## src/rtl/fmdll_div_counter.sv

```systemverilog
// rtl/fmdll_div_counter.sv - FMDLL divider/counter stage in the clk_out domain
// Optional build macro: FMDLL_DIV_REALIGN_EN (force N_counter to 0 at each group boundary)

module fmdll_div_counter #(
   parameter int SYNC_STAGES = 2
) (
   input  logic       clk_out,
   input  logic       rst,
   input  logic       clk_ext,
   input  logic       en,
   input  logic [3:0] N,
   input  logic [1:0] M,
   output logic       DIV_N,
   output logic       DIV_M,
   output logic [3:0] N_counter,
   output logic [1:0] M_counter,
   output logic       freq_err
);

   typedef enum logic [1:0] {
      S_IDLE  = 2'd0,
      S_ALIGN = 2'd1,
      S_RUN   = 2'd2
   } state_t;

   state_t                 r_state;
   logic [SYNC_STAGES-1:0] r_sync;
   logic                   r_hist;
   logic [3:0]             r_n_cnt;
   logic [1:0]             r_m_cnt;
   logic [3:0]             r_n_eff;
   logic [1:0]             r_m_eff;
   logic                   r_div_n;
   logic                   r_div_m;
   logic                   r_freq_err;

   logic                   w_ext_rise;
   logic [3:0]             w_n_live;
   logic [1:0]             w_m_live;
   logic [3:0]             w_n_nxt;
   logic [1:0]             w_m_nxt;
   logic [3:0]             w_n_eff_nxt;
   logic [1:0]             w_m_eff_nxt;
   logic                   w_boundary;
   logic                   w_period_ok;

   // DIV_N is high for the first half (rounded up) of the output-cycle count
   function automatic logic f_div_n(input logic [3:0] cnt, input logic [3:0] eff);
      logic [4:0] half;
      half = ({1'b0, eff} + 5'd1) >> 1;
      return ({1'b0, cnt} < half);
   endfunction

   // DIV_M is high for the first half (rounded up) of the group, index starting at 1
   function automatic logic f_div_m(input logic [1:0] cnt, input logic [1:0] eff);
      logic [2:0] half;
      half = ({1'b0, eff} + 3'd1) >> 1;
      return ({1'b0, cnt} <= half);
   endfunction

   assign w_ext_rise  = r_sync[SYNC_STAGES-1] & ~r_hist;
   assign w_n_live    = (N == 4'd0) ? 4'd1 : N;
   assign w_m_live    = (M == 2'd0) ? 2'd1 : M;
   assign w_boundary  = w_ext_rise && (r_m_cnt == r_m_eff);
   assign w_period_ok = (r_n_cnt == r_n_eff - 4'd1);

   // Reference clock synchronizer plus history flop for rising-edge detection
   always_ff @(posedge clk_out) begin
      if (rst) begin
         r_sync <= '0;
         r_hist <= 1'b0;
      end else begin
         if (SYNC_STAGES > 1) begin
            r_sync <= {r_sync[SYNC_STAGES-2:0], clk_ext};
         end else begin
            r_sync <= {SYNC_STAGES{clk_ext}};
         end
         r_hist <= r_sync[SYNC_STAGES-1];
      end
   end

   // Next counter and shadow values while running; a >= wrap keeps a counter
   // left above a freshly shrunk n_eff from running off to 15
   always_comb begin
      w_n_nxt     = (r_n_cnt >= r_n_eff - 4'd1) ? 4'd0 : r_n_cnt + 4'd1;
      w_m_nxt     = r_m_cnt;
      w_n_eff_nxt = r_n_eff;
      w_m_eff_nxt = r_m_eff;
      if (w_ext_rise) begin
         if (w_boundary) begin
            w_m_nxt     = 2'd1;
            w_n_eff_nxt = w_n_live;
            w_m_eff_nxt = w_m_live;
`ifdef FMDLL_DIV_REALIGN_EN
            w_n_nxt     = 4'd0;
`endif
         end else begin
            w_m_nxt = r_m_cnt + 2'd1;
         end
      end
   end

   // Control FSM with registered counters, phase flags and mismatch pulse
   always_ff @(posedge clk_out) begin
      if (rst) begin
         r_state    <= S_IDLE;
         r_n_cnt    <= 4'd0;
         r_m_cnt    <= 2'd0;
         r_n_eff    <= 4'd1;
         r_m_eff    <= 2'd1;
         r_div_n    <= 1'b0;
         r_div_m    <= 1'b0;
         r_freq_err <= 1'b0;
      end else begin
         r_freq_err <= 1'b0;
         if (!en) begin
            r_state <= S_IDLE;
            r_n_cnt <= 4'd0;
            r_m_cnt <= 2'd0;
            r_n_eff <= w_n_live;
            r_m_eff <= w_m_live;
            r_div_n <= 1'b0;
            r_div_m <= 1'b0;
         end else begin
            case (r_state)
               S_IDLE: begin
                  // a reference edge seen on this cycle is deliberately ignored
                  r_state <= S_ALIGN;
                  r_n_cnt <= 4'd0;
                  r_m_cnt <= 2'd0;
                  r_n_eff <= w_n_live;
                  r_m_eff <= w_m_live;
                  r_div_n <= 1'b0;
                  r_div_m <= 1'b0;
               end
               S_ALIGN: begin
                  if (w_ext_rise) begin
                     r_state <= S_RUN;
                     r_n_cnt <= 4'd0;
                     r_m_cnt <= 2'd1;
                     r_n_eff <= w_n_live;
                     r_m_eff <= w_m_live;
                     r_div_n <= f_div_n(4'd0, w_n_live);
                     r_div_m <= f_div_m(2'd1, w_m_live);
                  end
               end
               S_RUN: begin
                  r_n_cnt <= w_n_nxt;
                  r_m_cnt <= w_m_nxt;
                  r_n_eff <= w_n_eff_nxt;
                  r_m_eff <= w_m_eff_nxt;
                  r_div_n <= f_div_n(w_n_nxt, w_n_eff_nxt);
                  r_div_m <= f_div_m(w_m_nxt, w_m_eff_nxt);
                  if (w_ext_rise) begin
                     r_freq_err <= ~w_period_ok;
                  end
               end
               default: begin
                  r_state <= S_IDLE;
               end
            endcase
         end
      end
   end

   assign DIV_N     = r_div_n;
   assign DIV_M     = r_div_m;
   assign N_counter = r_n_cnt;
   assign M_counter = r_m_cnt;
   assign freq_err  = r_freq_err;

endmodule

```

## config.mk

```make
export PLATFORM = sky130hd
export DESIGN_NAME = fmdll_div_counter
export DESIGN_NICKNAME = d
export VERILOG_FILES = /design/src/rtl/fmdll_div_counter.sv
export SDC_FILE = /design/constraint.sdc
export NUM_CORES = 1
export LEC_CHECK = 0
export ABC_AREA = 0
export CORE_MARGIN = 2
export CORE_UTILIZATION = 49
export DETAILED_ROUTE_END_ITERATION = 6
export PLACE_DENSITY = 0.83
export SLEW_MARGIN = 40
export SYNTH_ARGS = -nofsm -noshare
export SYNTH_HDL_FRONTEND = slang
export SYNTH_SLANG_ARGS = --single-unit
```

## constraint.sdc

```tcl
create_clock -name clk_out -period 2.3 [get_ports clk_out]
set_input_delay 0.575 -clock clk_out [delete_from_list [all_inputs] [get_ports clk_out]]
set_output_delay 0.575 -clock clk_out [all_outputs]
set_load 0.005 [all_outputs]
```

# After elaboration in Yosys (flattened, before gate mapping)
# Index checks and enable logic that the tools add are counted.
[word_totals]
input_bits = 10
out_inout_bits = 9
register_bits = 20
[op_classes]
n_bitwise = 6
magnitude_cmp = 5
reduce_logical = 10
n_mux = 25
eq_ne = 7
addsub = 7
[ops]
columns = ["op", "count"]
rows = [
  ["$mux 4", 7],
  ["$pmux 4 s3", 2],
  ["$mux 2", 9],
  ["$pmux 2 s3", 3],
  ["$add 4x1->5 const B", 2],
  ["$add 2x1->3 const B", 2],
  ["$pmux 1 s3", 2],
  ["$reduce_and 2->1", 3],
  ["$not 1->1", 5],
  ["$add 4x1->4 const B", 1],
  ["$eq 4x4->1", 1],
  ["$ge 4x4->1", 1],
  ["$logic_not 2->1", 2],
  ["$logic_not 4->1", 1],
  ["$lt 1x4->1 const A", 1],
  ["$lt 4x4->1", 1],
  ["$ne 4x1->1 const B", 1],
  ["$reduce_or 4->1", 1],
  ["$sub 4x1->4 const B", 1],
  ["$ne 3x3->1 const B", 1],
  ["$reduce_bool 3->1", 1],
  ["$add 2x1->2 const B", 1],
  ["$eq 2x1->1 const B", 1],
  ["$eq 2x2->1", 1],
  ["other kinds (8)", 9],
]

# Logic depth before layout (Yosys ltp)
[depth]
word_depth = 8
mapped_depth = 13
depth_no_buf = 13

# Least setup slack after synthesis
# OpenSTA, ideal clock, no wires.
[synth_timing]
path_type = "flip-flop to flip-flop"
from = "register r_n_eff[0]"
to = "register r_div_n, in the netlist DIV_N"
arrival_time_ns = 2.390
required_time_ns = 2.213
setup_time_ns = 0.087
stages_incl_launch_ff = 13
setup_slack_ns = -0.177
path_cell_list = "dfxtp_1 > inv_1 > ha_1 > xnor2_1 > ha_1 > or2_1 > a21oi_1 > nor2_2 > nor2_1 > ha_1 > a211oi_1 > o2111ai_1 > o31ai_1"
[synth_via]
elab_chain_cells = 5
word_cells_on_any_way = 8
classes_between = "2 x add/sub; 2 x order compare; 4 x mux"
[synth_lines]
columns = ["item", "line_no", "source"]
rows = [
  ["from (decl)", "31", "logic [3:0] r_n_eff;"],
  ["from (signal assigned)", "120", "r_n_eff <= w_n_live;"],
  ["from (signal assigned)", "131", "r_n_eff <= w_n_live;"],
  ["from (signal assigned)", "141", "r_n_eff <= w_n_live;"],
  ["$sub 4x1->4 / $mux 4 (equally long branches)", "85, 90", ""],
  ["$ge 4x4->1 / $mux 4 (equally long branches)", "85, 89", ""],
  ["$mux 4 / $add 4x1->5 (equally long branches)", "85, 50", ""],
  ["$lt 4x4->1 *", "51", "return ({1'b0, cnt} < half);"],
  ["$pmux 1 s3 *", "125", "case (r_state)"],
  ["to (signal assigned)", "143", "r_div_n <= f_div_n(4'd0, w_n_live);"],
  ["to (signal assigned)", "152", "r_div_n <= f_div_n(w_n_nxt, w_n_eff_nxt);"],
  ["to (decl)", "33", "logic r_div_n;"],
]
# Mark *: on every way between the ends. The rest lies on a longest branch, timed or not.
# A chain may end at the register's enable or synchronous reset.

# Worst setup path after layout
# Same ends and word-level chain as after synthesis.

==> metrics.md <==
| Metric | Value |
|---|---|
| Status | finished, violations left |
| Failing checks | negative setup slack |
| Synthesized instance count | 169 |
| RSZ-0062 raised after global routing | yes |
| Flop2flop setup slack | -0.18 ns |
| Die Wd | 58.1 um |
| Longest Clk Path Bufs | 2 |
| Achievable Freq | 0.404 GHz |
| Register area share after synthesis | 27.9% |
| Reg2reg path depth | 12 |
| CP Class | reg2reg |
| Final Cell Area | 2030 um^2 |
| Grt ovf | 0 |
| Count of final setup violators | 1 |
| Initial antenna violation count | 0 |
| Crit path top cell by count | ha_1 |
| CTS tree | done |
| Row count | 19 |
| Initial DRT Pass Iterations | 4 |
| Ys Warns | 0 |
| Pwr Total | 0.000779 W |
| Initial Util | 52.0% |
| Layout cell share with drive strength beyond 1 | 31.6% |
| Largest net degree at the start of global routing | 12 |
| Synth top area share | 27.9% |
| CP max FO | 3 |
| Area Overhead vs Synth | 41.8% |
| CP endpoint | DIV_N$_SDFFE_PP0P_ |
| Initial drt markers | 53 |
| Min-delay worst type | reg2reg |
| Die area | 3380 um^2 |
| Core area | 2760 um^2 |
| Area leader, netlist | dfxtp_1 |
| Total CTS buffers | 3 |
| Total clock sinks | 20 |
| WL/cell | 15.0 um |
| Die H | 58.1 um |
| Hold_sp | r_sync[0]$_SDFF_PP0_ |
| CP Launch Type | flip-flop |
| Pwr Density | 383 nW/um^2 |
| Drt drc | 0 |
| Fin crit period | 2.48 ns |
| I/O pin count | 19 |
| Nets | 244 |
| RePlAce Congestion | 0.878 |
| Number of synthesized flops with an enable pin | 0 |
| Most frequent cell after synthesis | dfxtp_1 |
| Worst setup EP type | flip-flop |
| Mapped Nets | 196 |
| Reg clk slew, reported paths | 0.11 ns |
| Critical path cell sequence | inv_2, ha_4, xnor2_2, ha_1, or2_1, a21oi_2, nor2_2, nor2_1, ha_1, a211oi_2, o2111ai_1, o31ai_1 |
| Dpl hpwl | 2.60 mm |
| Core Util, Final | 73.7% |
| Critical R2R Capture | DIV_N$_SDFFE_PP0P_ |
| Ys async rst share | 0% |
| Tot GR Track Use | 22.3% |
| Routed WL | 3.70 mm |
| Period utilization | 108% |
| Worst setup margin | -0.176 ns |
| Port bufs | 18 |
| H-tree depth | 1 |
| Post-synth design cell area | 1430 um^2 |
| Via Count | 1403 |
| CP arrival | 2.70 ns |
| Synth Register Bits | 20 |
| Via/cell ratio | 5.70 |
| Reg-to-reg startpoint | r_n_eff[0]$_SDFFE_PP1P_ |
| Post-DP Area | 1840 um^2 |
| Critical Path Source | r_n_eff[0]$_SDFFE_PP1P_ |
| Max Slew Vio Count | 0 |
| Synth cell count leaders | dfxtp_1, nor2_1, ha_1 |
| Hold Violations, Final | 0 |
| Vias in the first global route | 1367 |
| Worst-skew pair later-pin latency | 0.30 ns |
| Ant diodes | 0 |
| CP max stage cell | dfxtp_2 |
| First-pass GRT wire length | 5.89 mm |
| Maxcap violations | 0 |
| Primary FF master, synth | dfxtp_1 |
| Clk_skew | 0.00238 ns |
| Slew headroom | 62.8% |
| WP data required | 2.53 ns |
| Max incr delay on CP | 0.36 ns |
| Syn_area_per_cell | 8.48 um^2 |
| Slew at the pin with the worst max-slew slack | 0.558 ns |
| ANT nets after route | 0 |
| Top area cells in the synthesized netlist | dfxtp_1, ha_1, nor2_1 |
| Leak | 0.815 nW |
| Peak supply drop | 0.354 mV |
| CTS Root Cell | clkbuf_4 |
| Yosys cell types | 44 |
[cell type report]
class / count / area [um^2]
Multi-Input combinational cell: 133 / 1080
Fill cell: 179 / 724
Timing Repair Buffer: 49 / 420
Sequential cell: 20 / 405
Inverter: 10 / 63.8
Tap cell: 31 / 38.8
Clock buffer: 3 / 22.5
[worst max-delay path, delay by kind of cell (launching register included)]
| kind | cells | cell delay [ns] |
|---|---|---|
| XOR/XNOR | 1 | 0.12 |
| AND/OR/NAND/NOR | 3 | 0.42 |
| AO/OA/AOI/OAI | 4 | 0.72 |
| flip-flops | 1 | 0.36 |
| buffers and inverters | 1 | 0.06 |
| adder cells (fa/ha/maj) | 3 | 0.73 |
[flip-flops by register name (all words and copies together) (netlist names)]
name / count
r_n_eff: 4
DIV_M: 1
DIV_N: 1
M_counter: 2
r_sync: 2
r_hist: 1
freq_err: 1
r_m_eff: 2
N_counter: 4
r_state: 2
[per-stage QoR]
step	cells	setup TNS (ns)	setup slack (ns)	hold slack, ns
global route	246	-0.424	-0.303	0.474
global placement	237	-0.514	-0.312	0.423
finish	246	-0.176	-0.176	0.466
CTS	245	-0.201	-0.201	0.464
detailed placement	237	-0.762	-0.487	0.433
floorplan	169	0	0.0130	0.414
[power by group]
part	switching, W	internal, W
clock network	0.000108	0.0000611
logic	0.000113	0.000128
registers	0.0000106	0.000358
[what timing repair did]
action / CTS / global route
hold buffers: 0 / 0
setup endpoints to repair: 3 / 3
resized for setup: 13 / 16
buffers inserted: 5 / 2
endpoints found under the hold margin: 0 / 0
pin swaps: 7 / 9
[kinds of logic after synthesis]
logic type | Yosys count | synth area share [%]
adder cells (fa/ha/maj) | 17 | 14.8
XOR/XNOR | 10 | 6.11
buffers and inverters | 16 | 6.11
flip-flops | 20 | 27.9
AND/OR/NAND/NOR | 66 | 23.7
AO/OA/AOI/OAI | 34 | 17.0
multiplexers | 6 | 4.28
[layout by cell type (no fill, tap or decap), drive strengths merged, types with 2 or more instances in the layout]
master / count
xor2: 6
inv: 9
a21oi: 11
mux2i: 5
buf: 31
nor2b: 6
nand3: 9
dfxtp: 20
nor2: 19
clkdlybuf4s50: 18
xnor2: 4
o2bb2ai: 2
nor3: 4
or2: 2
a31oi: 2
nor4: 2
nand3b: 2
nand2: 13
clkbuf: 3
ha: 17
o21ai: 8
nand2b: 5
[worst min path at each step]
stage / end / slack [ns] / cells past startpoint
3_5_place_dp: r_sync[1]$_SDFF_PP0_ / 0.43 / 1
3_3_place_gp: r_sync[1]$_SDFF_PP0_ / 0.42 / 1
6_report: r_sync[1]$_SDFF_PP0_ / 0.47 / 1
4_1_cts: r_sync[1]$_SDFF_PP0_ / 0.46 / 1
2_1_floorplan: r_sync[1]$_SDFF_PP0_ / 0.41 / 1
5_1_grt: r_sync[1]$_SDFF_PP0_ / 0.47 / 1
[layer usage]
metal | up-vias | routed length (um) | GRT usage [%]
li1 | 684 | - | -
met1 | 642 | 1530 | 26.9
met2 | 65 | 1860 | 40.4
met3 | 12 | 216 | 2.23
met4 | 0 | 100 | 8.64
met5 | - | 0 | 0
Note: power is estimated with default switching activity, not from simulation.
